[src/rtl/screen_ctrl.sv]
// screen_ctrl: menu/game screen sequencer between the keyboard decoder and
// the VGA drawing pipeline.
//   - Key filter: a code becomes key_stable after STABLE_CYCLES identical
//     samples; codes 10..15 are folded to "released" before filtering.
//   - Press events: released -> valid code on key_stable, only once armed
//     (a stable release has been seen since reset).
//   - MENU/GAME/PAUSE logical state machine. Its state is latched into
//     screen/bg_color only on frame_tick, so one frame never shows two screens.
// Optional feature macro: SCREEN_CTRL_PAUSE_EN (esc in GAME enters PAUSE;
// when undefined, esc in GAME returns straight to MENU and PAUSE is unused).
// state_dbg mirrors the logical (not yet displayed) state for observation.
module screen_ctrl #(
    parameter int STABLE_CYCLES = 4
) (
    input  logic        clk,
    input  logic        rst,
    input  logic [3:0]  key,
    input  logic        frame_tick,
    output logic [1:0]  screen,
    output logic [1:0]  level,
    output logic [11:0] bg_color,
    output logic        game_start,
    output logic        move_up,
    output logic        move_down,
    output logic        move_left,
    output logic        move_right,
    output logic [1:0]  state_dbg
);

    typedef enum logic [1:0] {
        MENU  = 2'b00,
        GAME  = 2'b01,
        PAUSE = 2'b10
    } state_t;

    localparam logic [7:0]  STABLE_N  = 8'(STABLE_CYCLES);
    localparam logic [3:0]  KEY_REL   = 4'd0;
    localparam logic [3:0]  KEY_A     = 4'd1;
    localparam logic [3:0]  KEY_S     = 4'd2;
    localparam logic [3:0]  KEY_W     = 4'd3;
    localparam logic [3:0]  KEY_D     = 4'd4;
    localparam logic [3:0]  KEY_ESC   = 4'd9;
    localparam logic [11:0] COL_MENU  = 12'haaa;
    localparam logic [11:0] COL_GAME  = 12'h3aa;
    localparam logic [11:0] COL_PAUSE = 12'h555;

    logic [3:0] key_norm;   // decoder code with 10..15 folded to released
    logic [3:0] cand;       // code currently being timed by the filter
    logic [7:0] cnt;        // identical samples of cand seen so far (saturating)
    logic [3:0] key_stable; // filtered key code
    logic       armed;      // a stable release has been accepted since reset
    logic       evt;        // one-cycle press event
    logic [3:0] evt_code;   // code belonging to evt
    state_t     st;         // logical state, changes only on events

    function automatic logic [11:0] color_of(input state_t s);
        case (s)
            GAME:    color_of = COL_GAME;
            PAUSE:   color_of = COL_PAUSE;
            default: color_of = COL_MENU;
        endcase
    endfunction

    assign key_norm  = (key > 4'd9) ? KEY_REL : key;
    assign state_dbg = st;

    // Glitch filter, arming and press-event detection.
    // cnt == STABLE_N means the previous STABLE_CYCLES samples all equalled
    // cand, so cand is accepted on this edge and may raise an event.
    always_ff @(posedge clk) begin
        if (rst) begin
            cand       <= KEY_REL;
            cnt        <= 8'd0;
            key_stable <= KEY_REL;
            armed      <= 1'b0;
            evt        <= 1'b0;
            evt_code   <= KEY_REL;
        end else begin
            evt <= 1'b0;
            if (key_norm == cand) begin
                if (cnt != STABLE_N) begin
                    cnt <= cnt + 8'd1;
                end
            end else begin
                cand <= key_norm;
                cnt  <= 8'd1;
            end
            if (cnt == STABLE_N) begin
                key_stable <= cand;
                if (cand == KEY_REL) begin
                    armed <= 1'b1;
                end
                if (armed && key_stable == KEY_REL && cand != KEY_REL) begin
                    evt      <= 1'b1;
                    evt_code <= cand;
                end
            end
        end
    end

    // Logical state machine, registered pulses and frame-aligned display.
    // The tick commits the state held before this edge's event.
    always_ff @(posedge clk) begin
        if (rst) begin
            st         <= MENU;
            screen     <= MENU;
            level      <= 2'd0;
            bg_color   <= COL_MENU;
            game_start <= 1'b0;
            move_up    <= 1'b0;
            move_down  <= 1'b0;
            move_left  <= 1'b0;
            move_right <= 1'b0;
        end else begin
            game_start <= 1'b0;
            move_up    <= 1'b0;
            move_down  <= 1'b0;
            move_left  <= 1'b0;
            move_right <= 1'b0;
            if (frame_tick) begin
                screen   <= st;
                bg_color <= color_of(st);
            end
            if (evt) begin
                case (st)
                    MENU: begin
                        if (evt_code >= 4'd5 && evt_code <= 4'd8) begin
                            // codes 5..8 map to levels 0..3
                            level      <= evt_code[1:0] - 2'd1;
                            st         <= GAME;
                            game_start <= 1'b1;
                        end
                    end
                    GAME: begin
                        case (evt_code)
                            KEY_W:   move_up    <= 1'b1;
                            KEY_S:   move_down  <= 1'b1;
                            KEY_A:   move_left  <= 1'b1;
                            KEY_D:   move_right <= 1'b1;
`ifdef SCREEN_CTRL_PAUSE_EN
                            KEY_ESC: st         <= PAUSE;
`else
                            KEY_ESC: st         <= MENU;
`endif
                            default: ;
                        endcase
                    end
                    PAUSE: begin
                        st <= (evt_code == KEY_ESC) ? MENU : GAME;
                    end
                    default: st <= MENU;
                endcase
            end
        end
    end

endmodule

[config.mk]
export PLATFORM = sky130hd
export DESIGN_NAME = screen_ctrl
export DESIGN_NICKNAME = d
export VERILOG_FILES = /design/src/rtl/screen_ctrl.sv
export SDC_FILE = /design/constraint.sdc
export NUM_CORES = 1
export LEC_CHECK = 0
export CAP_MARGIN = 10
export CORE_AREA = 2 2 59 61
export DETAILED_ROUTE_END_ITERATION = 10
export DIE_AREA = 0 0 61 63
export PLACE_DENSITY = 0.75
export SETUP_SLACK_MARGIN = 0.05
export SKIP_LAST_GASP = 1
export SYNTH_ARGS = -nofsm -noshare
export SYNTH_HDL_FRONTEND = slang
export SYNTH_SLANG_ARGS = --single-unit
[constraint.sdc]
create_clock -name clk -period 3.1 [get_ports clk]
set_clock_uncertainty 0.2 [all_clocks]
set_input_delay 0.62 -clock clk [delete_from_list [all_inputs] [get_ports clk]]
set_output_delay 0.62 -clock clk [all_outputs]
set_load 0.03 [all_outputs]
==> results.sh <==
export IMPL_status="finished clean"
export IMPL_finalInstanceArea_um2=1777
export IMPL_maxSlewViolCount=0
export IMPL_drive_gt1_frac=0.07865
export IMPL_path_cells="clkdlybuf4s50_1 -> o21ai_0 -> or3_1 -> a32o_1 -> nor4_1"
export IMPL_ys_types=35
export IMPL_drv_cap=0
export IMPL_io_pins=30
export IMPL_p_per_area_nw_per_um2=444.1
export IMPL_cp_max_fo=9
export IMPL_drt_total_wl_um=2779
export IMPL_cts_tree="yes"
export IMPL_first_global_vias=1113
export IMPL_post_cts_buffers=0
export IMPL_drt_iter0_drc=22
export IMPL_grt_start_max_net_pins=29
export IMPL_worstHoldPathType="reg2reg"
export IMPL_slew_headroom=0.6275
export IMPL_startpoint_type="primary input"
export IMPL_grt_usage=0.1665
export IMPL_hold_ws_ns=0.2756
export IMPL_drt_wirelength_per_cell_um=12.41
export IMPL_root_buffer="clkbuf_4"
export IMPL_place_area_um2=1700
export IMPL_port_buffers=17
export IMPL_ys_seq_elements=32
export IMPL_drt_pre_antenna_iters=4
export IMPL_cts_hold_buf=0
export IMPL_area_growth_pct=15.82
export IMPL_fill_cells=303
export IMPL_clk_insertion_delay_late_ns=0.32
export IMPL_ant_nets=0
export IMPL_p_leak_nw=0.6370
export IMPL_period_needed_ns=2.290
export IMPL_synthCells=158
export IMPL_rsz0062_at_grt="false"
export IMPL_fp_dieW_um=61
export IMPL_nets=190
export IMPL_critPathCaptureType="flop"
export IMPL_grt_pass1_wl_um=4836
export IMPL_antenna_found_initial=0
export IMPL_fin_crit_sh=0.7389
export IMPL_numCtsBuffers=5
export IMPL_synth_edff_count=0
export IMPL_synth_flop_cell="dfxtp_1"
export IMPL_cts_resized=0
export IMPL_setup_viol=0
export IMPL_worstPathRequired_ns=3.14
export IMPL_finalSetupTns_ns=0
export IMPL_vdd_drop_max_v=0.0003126
export IMPL_seq_area_um2=640.6
export IMPL_cp_slowest_stage_delay_ns=0.60
export IMPL_remaining_drc_errors=0
export IMPL_core_area_um2=3232
export IMPL_cp_slowest_cell="clkdlybuf4s50_1"
export IMPL_avgSynthCellArea_um2=9.709
export IMPL_die_area_um2=3843
export IMPL_fmax_mhz=436.6
export IMPL_rrSetupSlack_ns=0.82
export IMPL_vias=1140
export IMPL_place_congestion=0.7539
export IMPL_cts_buffer_depth=2
export IMPL_multi_input_area_um2=798.3
export IMPL_arrival_ns=2.33
export IMPL_path_clk_slew_ns=0.10
export IMPL_htreeDepth=2
export IMPL_syn_area_um2=1534
export IMPL_tightest_slew_ns=0.5537
export IMPL_worstSetupPathType="in2reg"
export IMPL_die_h_um=63
export IMPL_async_flop_share=0
export IMPL_yosysWarnings=0
export IMPL_ys_seq_area_frac=0.4176
export IMPL_row_count=21
export IMPL_diodes=0
export IMPL_grt_remaining_overflow=0
export IMPL_hpwl_um=2066
export IMPL_clock_sinks=32
export IMPL_routed_via_density=5.089
export IMPL_initial_core_util=0.4746
export IMPL_hold_viol=0
cells by family (layout without fill, tap and decap cells):
logic type | after synthesis | count (layout) | synth area share
and+or+nand+nor | 64 | 64 | 0.2724
DFF | 32 | 32 | 0.4176
buffers and inverters | 22 | 32 | 0.08646
AOI/OAI and AO/OA | 14 | 14 | 0.05954
xor gates and xnor gates | 9 | 9 | 0.05139
muxes | 9 | 9 | 0.05873
adders and majority gates | 6 | 6 | 0.04894
other | 2 | 12 | 0.004896
flip-flops by register name (all words and copies together) (netlist names), 2 cells and up:
| signal | count |
|---|---|
| bg_color | 2 |
| cand | 4 |
| cnt | 8 |
| evt_code | 4 |
| key_stable | 4 |
| level | 2 |
critical path: cells and delay by family:
family                 cells  cell delay, ns
AOI/OAI and AO/OA          2            0.49
buffers and inverters      1            0.60
and+or+nand+nor            2            0.61
final timing paths:
check / start / endpoint / depth (start not counted)
setup / recovery: key[3] / cnt[5] / 5
hold / removal: armed / armed / 2
setup reg to reg: cnt[0] / evt_code[3] / 6
hold reg to reg: armed / armed / 2
area by class of cell:
class	count	area share
sequential	32	0.3606
inverter	5	0.01056
clock inverter	2	0.01972
tap	46	0.03239
clock buffer	6	0.02324
timing repair buffer	19	0.1042
multi-input combinational	114	0.4493
Yosys cell counts (4+ instances only):
library cell | number | area share
mux2i_1 | 9 | 0.059
xor2_1 | 6 | 0.034
inv_1 | 5 | 0.012
nand3_1 | 7 | 0.023
buf_4 | 13 | 0.064
o21ai_0 | 4 | 0.013
nor4_1 | 8 | 0.033
nand2b_1 | 12 | 0.049
ha_1 | 6 | 0.049
dfxtp_1 | 32 | 0.42
nand2_1 | 4 | 0.0098
nor2_1 | 10 | 0.024
routing by layer:
| layer | vias up | GRT usage | part of all wire |
|---|---|---|---|
| li1 | 568 | - | - |
| met1 | 541 | 0.1951 | 0.44 |
| met2 | 29 | 0.2715 | 0.51 |
| met3 | 2 | 0.06004 | 0.039 |
| met4 | 0 | 0.06250 | 0.0090 |
| met5 | - | 0 | 0 |
placed cells by master (no fill, tap or decap), drive strengths merged:
cell type and instances:
dfxtp 32, clkdlybuf4s50 17, nand2b 12, conb 12, nor2 10, mux2i 9, nor4 8, nand3 7
xor2 6, ha 6, clkbuf 6, inv 5, o21ai 4, nand2 4, and3 3, xnor2 3
a21oi 3, nor2b 3, and2 3, nor4b 3, nor4bb 2, nor3 2, nor3b 2, a31oi 2
a211oi 2, buf 2, or4b 2, and3b 1, nand4b 1, or3 1, a32o 1, o21ba 1
a22o 1, bufinv 1, clkinv 1
power breakdown:
part           switching [mW]  total [mW]  internal, mW  leakage [nW]
Clock                   0.134       0.303         0.169        0.0422
Combinational          0.0420      0.0654        0.0233         0.336
Sequential            0.00593       0.421         0.415         0.259
stage by stage:
step / setup slack, ns / util / instances / total power, mW
3_5_place_dp: 0.4627 / 0.5261 / 216 / 0.4948
6_report: 0.8096 / 0.5497 / 224 / 0.7890
4_1_cts: 0.7965 / 0.5497 / 224 / 0.7986
3_3_place_gp: 0.6142 / 0.5261 / 216 / 0.4920
2_1_floorplan: 0.8923 / - / 168 / 0.4875
5_1_grt: 0.6533 / 0.5497 / 224 / 0.8270
Note: power is estimated with default switching activity, not from simulation.
